===== src/rtl/light_pen_detector_pkg.sv =====
// rtl/light_pen_detector_pkg.sv - shared defaults, FSM encodings and one-hot encoder for the light pen detector
package light_pen_detector_pkg;

    localparam int CLOCK_FREQ          = 20_000_000;
    localparam int DEF_BLANK_CYCLES    = 8;
    localparam int DEF_WINDOW_CYCLES   = 32;
    localparam int DEF_HIT_THRESH      = 24;
    // Key debounce targets 1 ms at CLOCK_FREQ.
    localparam int DEF_DEBOUNCE_CYCLES = CLOCK_FREQ / 1000;

    localparam logic [2:0] ST_IDLE   = 3'd0;
    localparam logic [2:0] ST_BLANK  = 3'd1;
    localparam logic [2:0] ST_SAMPLE = 3'd2;
    localparam logic [2:0] ST_DECIDE = 3'd3;
    localparam logic [2:0] ST_HOLD   = 3'd4;

    function automatic logic [2:0] onehot_to_bin(input logic [7:0] oh);
        logic [2:0] b;
        b = '0;
        for (int i = 0; i < 8; i++) begin
            if (oh[i]) begin
                b = b | 3'(i);
            end
        end
        return b;
    endfunction

endpackage


===== src/rtl/light_pen_detector_if.sv =====
// rtl/light_pen_detector_if.sv - scan/pen inputs and hit outputs of the light pen detector
interface light_pen_detector_if;

    logic       en;
    logic [7:0] led_row;
    logic [7:0] led_col;
    logic       pen_sense_raw;
    logic       pen_key_raw;
    logic       we;
    logic       hit_valid;
    logic [2:0] hit_row;
    logic [2:0] hit_col;
    logic       key_level;

    modport master (
        output en, led_row, led_col, pen_sense_raw, pen_key_raw,
        input  we, hit_valid, hit_row, hit_col, key_level
    );

    modport slave (
        input  en, led_row, led_col, pen_sense_raw, pen_key_raw,
        output we, hit_valid, hit_row, hit_col, key_level
    );

endinterface


===== src/rtl/light_pen_detector_pen_debounce.sv =====
// rtl/light_pen_detector_pen_debounce.sv - 2-flop synchroniser plus stability counter for the pen key
module light_pen_detector_pen_debounce
    import light_pen_detector_pkg::*;
#(
    parameter int DEBOUNCE_CYCLES = DEF_DEBOUNCE_CYCLES
) (
    input  logic clk,
    input  logic rst,
    input  logic raw,
    output logic level
);

    localparam int CW = $clog2(DEBOUNCE_CYCLES + 1);

    logic          sync1_q, sync1_d;
    logic          sync2_q, sync2_d;
    logic          level_q, level_d;
    logic [CW-1:0] cnt_q, cnt_d;

    always_comb begin
        sync1_d = raw;
        sync2_d = sync1_q;
        level_d = level_q;
        cnt_d   = '0;
        // Count consecutive cycles of disagreement; any agreement restarts the count.
        if (sync2_q != level_q) begin
            if (cnt_q == CW'(DEBOUNCE_CYCLES - 1)) begin
                level_d = sync2_q;
            end else begin
                cnt_d = cnt_q + CW'(1);
            end
        end
    end

    always_ff @(posedge clk) begin
        if (rst) begin
            sync1_q <= 1'b0;
            sync2_q <= 1'b0;
            level_q <= 1'b0;
            cnt_q   <= '0;
        end else begin
            sync1_q <= sync1_d;
            sync2_q <= sync2_d;
            level_q <= level_d;
            cnt_q   <= cnt_d;
        end
    end

    assign level = level_q;

endmodule


===== src/rtl/light_pen_detector.sv =====
// rtl/light_pen_detector.sv - decides the pen is over the lit pixel and issues the LED RAM write strobe
module light_pen_detector
    import light_pen_detector_pkg::*;
#(
    parameter int BLANK_CYCLES    = DEF_BLANK_CYCLES,
    parameter int WINDOW_CYCLES   = DEF_WINDOW_CYCLES,
    parameter int HIT_THRESH      = DEF_HIT_THRESH,
    parameter int DEBOUNCE_CYCLES = DEF_DEBOUNCE_CYCLES
) (
    input  logic                 clk,
    input  logic                 rst,
    light_pen_detector_if.slave  bus
);

    localparam int AW      = $clog2(WINDOW_CYCLES + 1);
    localparam int CNT_MAX = (BLANK_CYCLES > WINDOW_CYCLES) ? BLANK_CYCLES : WINDOW_CYCLES;
    localparam int CW      = $clog2(CNT_MAX + 1);

    logic [2:0]    state_q, state_d;
    logic [CW-1:0] cnt_q, cnt_d;
    logic [AW-1:0] acc_q, acc_d;
    logic [7:0]    row_q, row_d;
    logic [7:0]    col_q, col_d;
    logic          sense_s1_q, sense_s1_d;
    logic          sense_s2_q, sense_s2_d;
    logic          we_q, we_d;
    logic          hit_valid_q, hit_valid_d;
    logic [2:0]    hit_row_q, hit_row_d;
    logic [2:0]    hit_col_q, hit_col_d;
    logic          key_level;
    logic          step;
    logic          pos_valid;

    light_pen_detector_pen_debounce #(
        .DEBOUNCE_CYCLES (DEBOUNCE_CYCLES)
    ) u_key_debounce (
        .clk   (clk),
        .rst   (rst),
        .raw   (bus.pen_key_raw),
        .level (key_level)
    );

    assign step      = {bus.led_row, bus.led_col} != {row_q, col_q};
    assign pos_valid = $onehot(bus.led_row) && $onehot(bus.led_col);

    always_comb begin
        state_d     = state_q;
        cnt_d       = cnt_q;
        acc_d       = acc_q;
        row_d       = bus.led_row;
        col_d       = bus.led_col;
        sense_s1_d  = bus.pen_sense_raw;
        sense_s2_d  = sense_s1_q;
        we_d        = 1'b0;
        hit_valid_d = 1'b0;
        hit_row_d   = hit_row_q;
        hit_col_d   = hit_col_q;

        // A new pixel always restarts the window, abandoning any pending decision.
        if (!bus.en || !pos_valid) begin
            state_d = ST_IDLE;
        end else if (step) begin
            state_d = ST_BLANK;
            cnt_d   = '0;
        end else begin
            case (state_q)
                ST_BLANK: begin
                    if (cnt_q == CW'(BLANK_CYCLES - 1)) begin
                        state_d = ST_SAMPLE;
                        cnt_d   = '0;
                        acc_d   = '0;
                    end else begin
                        cnt_d = cnt_q + CW'(1);
                    end
                end
                ST_SAMPLE: begin
                    acc_d = acc_q + AW'(sense_s2_q);
                    if (cnt_q == CW'(WINDOW_CYCLES - 1)) begin
                        state_d = ST_DECIDE;
                    end else begin
                        cnt_d = cnt_q + CW'(1);
                    end
                end
                ST_DECIDE: begin
                    state_d = ST_HOLD;
                    if (acc_q >= AW'(HIT_THRESH) && key_level) begin
                        we_d        = 1'b1;
                        hit_valid_d = 1'b1;
                        hit_row_d   = onehot_to_bin(row_q);
                        hit_col_d   = onehot_to_bin(col_q);
                    end
                end
                ST_IDLE, ST_HOLD: begin
                    state_d = state_q;
                end
                default: begin
                    state_d = ST_IDLE;
                end
            endcase
        end
    end

    always_ff @(posedge clk) begin
        if (rst) begin
            state_q     <= ST_IDLE;
            cnt_q       <= '0;
            acc_q       <= '0;
            row_q       <= '0;
            col_q       <= '0;
            sense_s1_q  <= 1'b0;
            sense_s2_q  <= 1'b0;
            we_q        <= 1'b0;
            hit_valid_q <= 1'b0;
            hit_row_q   <= '0;
            hit_col_q   <= '0;
        end else begin
            state_q     <= state_d;
            cnt_q       <= cnt_d;
            acc_q       <= acc_d;
            row_q       <= row_d;
            col_q       <= col_d;
            sense_s1_q  <= sense_s1_d;
            sense_s2_q  <= sense_s2_d;
            we_q        <= we_d;
            hit_valid_q <= hit_valid_d;
            hit_row_q   <= hit_row_d;
            hit_col_q   <= hit_col_d;
        end
    end

    assign bus.we        = we_q;
    assign bus.hit_valid = hit_valid_q;
    assign bus.hit_row   = hit_row_q;
    assign bus.hit_col   = hit_col_q;
    assign bus.key_level = key_level;

endmodule


===== src/flat_wrapper.sv =====
// flat-port wrapper written by rule: the top's interface ports become plain ports
module light_pen_detector_flat import light_pen_detector_pkg::*;
#(
    parameter int BLANK_CYCLES    = DEF_BLANK_CYCLES,
    parameter int WINDOW_CYCLES   = DEF_WINDOW_CYCLES,
    parameter int HIT_THRESH      = DEF_HIT_THRESH,
    parameter int DEBOUNCE_CYCLES = DEF_DEBOUNCE_CYCLES
)
  (clk, rst, bus_en, bus_led_row, bus_led_col, bus_pen_sense_raw, bus_pen_key_raw, bus_we, bus_hit_valid, bus_hit_row, bus_hit_col, bus_key_level);
  light_pen_detector_if bus_i ();
  input  logic clk;
  input  logic rst;
  input wire logic [$bits(bus_i.en)-1:0] bus_en;
  input wire logic [$bits(bus_i.led_row)-1:0] bus_led_row;
  input wire logic [$bits(bus_i.led_col)-1:0] bus_led_col;
  input wire logic [$bits(bus_i.pen_sense_raw)-1:0] bus_pen_sense_raw;
  input wire logic [$bits(bus_i.pen_key_raw)-1:0] bus_pen_key_raw;
  output wire logic [$bits(bus_i.we)-1:0] bus_we;
  output wire logic [$bits(bus_i.hit_valid)-1:0] bus_hit_valid;
  output wire logic [$bits(bus_i.hit_row)-1:0] bus_hit_row;
  output wire logic [$bits(bus_i.hit_col)-1:0] bus_hit_col;
  output wire logic [$bits(bus_i.key_level)-1:0] bus_key_level;
  assign bus_i.en = bus_en;
  assign bus_i.led_row = bus_led_row;
  assign bus_i.led_col = bus_led_col;
  assign bus_i.pen_sense_raw = bus_pen_sense_raw;
  assign bus_i.pen_key_raw = bus_pen_key_raw;
  assign bus_we = bus_i.we;
  assign bus_hit_valid = bus_i.hit_valid;
  assign bus_hit_row = bus_i.hit_row;
  assign bus_hit_col = bus_i.hit_col;
  assign bus_key_level = bus_i.key_level;
  light_pen_detector #(.BLANK_CYCLES(BLANK_CYCLES), .WINDOW_CYCLES(WINDOW_CYCLES), .HIT_THRESH(HIT_THRESH), .DEBOUNCE_CYCLES(DEBOUNCE_CYCLES)) u_core (.clk(clk), .rst(rst), .bus(bus_i));
endmodule

===== config.mk =====
export PLATFORM = sky130hd
export DESIGN_NAME = light_pen_detector_flat
export DESIGN_NICKNAME = d
export VERILOG_FILES = /design/src/rtl/light_pen_detector_pkg.sv /design/src/rtl/light_pen_detector_if.sv /design/src/rtl/light_pen_detector_pen_debounce.sv /design/src/rtl/light_pen_detector.sv /design/src/flat_wrapper.sv
export SDC_FILE = /design/constraint.sdc
export NUM_CORES = 1
export LEC_CHECK = 0
export ABC_CLOCK_PERIOD_IN_PS = 6300
export CORE_MARGIN = 5
export CORE_UTILIZATION = 51
export DETAILED_ROUTE_END_ITERATION = 10
export HOLD_SLACK_MARGIN = 0.06
export PLACE_DENSITY = 0.76
export SETUP_SLACK_MARGIN = 0.2
export SYNTH_ARGS = -nofsm -noshare
export SYNTH_HDL_FRONTEND = slang
export SYNTH_SLANG_ARGS = --single-unit

===== constraint.sdc =====
create_clock -name clk -period 6.3 [get_ports clk]
set_input_delay 1.89 -clock clk [delete_from_list [all_inputs] [get_ports clk]]
set_output_delay 1.89 -clock clk [all_outputs]
set_load 0.02 [all_outputs]

==> results of run 1 <==
cells by family (layout without fill, tap and decap cells):
kind of cell	after synthesis	in the layout	synth area share, %
AOI/OAI and AO/OA	38	38	8.22
muxes	1	1	0.343
xor gates and xnor gates	33	33	9.89
adders and majority gates	24	24	12.3
and+or+nand+nor	127	127	24.6
DFF	58	58	39.7
buffers and inverters	36	81	4.84
metrics by stage:
stage | hold WS, ns | utilization (%) | TNS (ns) | power (W) | std cells
after detailed placement | 0.427 | 60.4 | -0.507 | 0.000482 | 418
after global routing | 0.466 | 64.5 | 0 | 0.000868 | 434
after CTS | 0.443 | 64.0 | 0 | 0.000828 | 434
after floorplan | 0.414 | - | 0 | 0.000443 | 317
final | 0.437 | 64.5 | 0 | 0.000823 | 434
after global placement | 0.417 | 60.4 | -0.0307 | 0.000477 | 418
power by group through the flow:
stage                     Clock [W]  Combinational [W]  Sequential (W)
after CTS                  0.000353          0.0000962        0.000379
final                      0.000345          0.0000988        0.000379
after floorplan                   0          0.0000576        0.000385
after global routing       0.000373           0.000115        0.000379
after global placement            0          0.0000903        0.000387
after detailed placement          0          0.0000953        0.000387
timing repair:
action                     in CTS  in global routing
setup endpoints to repair       0                 12
resized for setup               0                  7
hold buffers                    0                  0
sequential cells by signal, summed over array words and instances (netlist names):
| register | count |
|---|---|
| u_core.u_key_debounce.cnt_q | 15 |
| u_core.acc_q | 6 |
| u_core.state_q | 3 |
| u_core.cnt_q | 6 |
| u_core.col_q | 8 |
| u_core.u_key_debounce.level | 1 |
| u_core.bus.hit_row | 3 |
| u_core.bus.we | 1 |
| u_core.bus.hit_col | 3 |
| u_core.sense_s1_q | 1 |
| u_core.row_q | 8 |
| u_core.u_key_debounce.sync1_q | 1 |
| u_core.sense_s2_q | 1 |
| u_core.u_key_debounce.sync2_q | 1 |
cell usage after synthesis, drive strengths merged (2+ instances only):
cell / instances / area (um^2)
nor2b: 20 / 125
buf: 3 / 17.5
clkbuf: 10 / 37.5
a21oi: 12 / 60.1
or4: 10 / 75.1
xnor2: 7 / 61.3
nand2: 6 / 22.5
nor2: 26 / 97.6
nand2b: 2 / 12.5
nand4: 4 / 25.0
fa: 8 / 160
nand3: 20 / 100
or3: 4 / 25.0
and3: 6 / 37.5
o21ai: 11 / 55.1
o311ai: 2 / 17.5
xor2: 26 / 228
nand4b: 2 / 17.5
o32ai: 2 / 17.5
inv: 23 / 86.3
and4: 3 / 26.3
ha: 16 / 200
o41ai: 3 / 26.3
nor3: 8 / 40.0
nor4b: 2 / 17.5
dfxtp: 58 / 1160
a31oi: 2 / 12.5
nor4: 6 / 37.5
nand3b: 4 / 30.0
worst max-delay path, cell delays in order:
cell	delay, ns
clkdlybuf4s50_1	0.43
ha_2	0.20
fa_1	0.53
inv_1	0.05
fa_1	0.53
inv_1	0.04
ha_1	0.20
fa_1	0.44
or4_4	0.53
or3_4	0.35
or3_4	0.40
or4_1	0.50
a21oi_1	0.14
path summary, 6_finish.rpt:
kind | startpoint | to | slack [ns] | cells past startpoint
worst max register to register | u_core.row_q[4]$_SDFF_PP0_ | u_core.cnt_q[0]$_SDFFE_PP0P_ | 3.93 | 5
worst max-delay path | bus_led_row[0] | u_core.cnt_q[3]$_SDFFE_PP0P_ | 0.31 | 13
worst min-delay path | u_core.u_key_debounce.sync1_q$_SDFF_PP0_ | u_core.u_key_debounce.sync2_q$_SDFF_PP0_ | 0.44 | 1
worst min register to register | u_core.u_key_debounce.sync1_q$_SDFF_PP0_ | u_core.u_key_debounce.sync2_q$_SDFF_PP0_ | 0.44 | 1
routing by layer:
layer | wire, um | GRT usage, % | up-vias
li1 | - | - | 1181
met1 | 2610 | 20.3 | 1082
met2 | 2940 | 31.0 | 63
met3 | 269 | 4.13 | 8
met4 | 94 | 8.06 | 0
met5 | 0 | 0 | -
cell type report:
cell class | instances | area, um^2
fillers | 464 | 1970
multi-input cells | 223 | 1640
flip-flops and latches | 58 | 1160
repair buffers | 42 | 388
clock buffers | 11 | 151
well taps | 72 | 90.1
inverters | 23 | 86.3
clock inverters | 5 | 52.6
==> out/qor.txt, run 1 <==
Run status -> complete, no violations
Slew Limit Fails -> 0
Worst Path Arrival -> 6.25 ns
Final HPWL DP -> 4.48 mm
DR DRC count -> 0
CP Launch Type -> input port
Count of different cell masters after synthesis -> 41
CTS clock-pin slew for the worst setup and hold paths -> 0.06 ns
Clock Skews -> 0.00539 ns
Slew at the pin closest to its max-slew limit -> 0.738 ns
Overall routing resource usage -> 17.7%
Most common cell after layout, fill and taps aside -> dfxtp_1
Switching share of power -> 23.8%
Max-cap violations -> 0
Clk sinks -> 58
Slew HR -> 50.7%
Power per cell area -> 230 nW/um^2
Routed Antenna Nets -> 0
Max Clk Rate -> 0.167 GHz
Lkg Pwr -> 1.40 nW
Ports -> 30
Number of global-route vias before repair -> 2,330
# rows -> 27
Final setup viols -> 0
Clk Latency, worst-skew pair -> 0.34 ns
Combinational power share -> 12.0%
Root buffer cell -> clkbuf_8
Final Hold Viols -> 0
Die Y-Extent -> 85.7 um
Initial Util -> 52.7%
Peak supply drop -> 132 uV
Initial antenna violation count -> 0
Post-route design area -> 3570 um^2
Post-synth EDFFs -> 0
Commonest non-fill, non-tap cells in the layout -> dfxtp_1, clkdlybuf4s50_1, nor2_1, xor2_1, inv_1
Part of the power in registers -> 46.1%
Post-Syn Instances -> 317
Yosys reg bits -> 58
Largest net degree at the start of global routing -> 24
Setup repair after global routing missed its margin -> false
Syn Nets -> 362
Vias per inst -> 5.38
I/O Buffers -> 29
CP required -> 6.56 ns
Core area -> 5540 um^2
Iteration-0 DRC Markers -> 102
Seq/Total Area, Yosys -> 39.7%
Area Overhead vs Synth -> 22.3%
Async S/R FF share, synth -> 0%
DIE WIDTH -> 85.7 um
Area after DPL -> 3340 um^2
Total CTS buffers -> 9
Share of layout cells above drive strength 1 -> 9.94%
Clock Path Buffers -> 2
Pre-Repair DR Iteration Count -> 4
Die Footprint -> 7340 um^2
Routability cong. -> 0.792
Clock power frac -> 41.9%
DRT Wirelength -> 5.92 mm
Syn Std Cell Area -> 2920 um^2
P_sw -> 0.000196 W
First-pass GRT wire length -> 10.3 mm
H-tree depth -> 3
Syn Area/Cell -> 9.22 um^2
# Post-CTS Setup Buffers -> 0
Gr ovfl total -> 0
Inserted Diodes -> 0
Critical path endpoint category -> flip-flop
CTS tree -> done
Routed length per instance -> 13.6 um
Int Power -> 0.000627 W
Yosys warnings -> 0
Fin crit share -> 95.1%
Critical Setup Path Class -> input port to flip-flop
Crit path time final -> 5.99 ns
Hold Crit Class -> flip-flop to flip-flop
Pre-CTS setup slack -> -0.136 ns
Vias -> 2,334
Top_reg_cell synth -> dfxtp_1
Final worst slack -> 0.310 ns
Nets -> 402
Worst-path maximum fanout -> 6
(Power assumes the default switching activity.)
==> run 2: changes to the inputs <==
--- a/config.mk
+++ b/config.mk
@@ -9,7 +9,6 @@
 export CORE_MARGIN = 5
 export CORE_UTILIZATION = 51
 export DETAILED_ROUTE_END_ITERATION = 10
-export HOLD_SLACK_MARGIN = 0.06
 export PLACE_DENSITY = 0.76
 export SETUP_SLACK_MARGIN = 0.2
 export SYNTH_ARGS = -nofsm -noshare
==> results of run 2 <==
The final DEF is identical to that of run 1; final timing and power are the same.
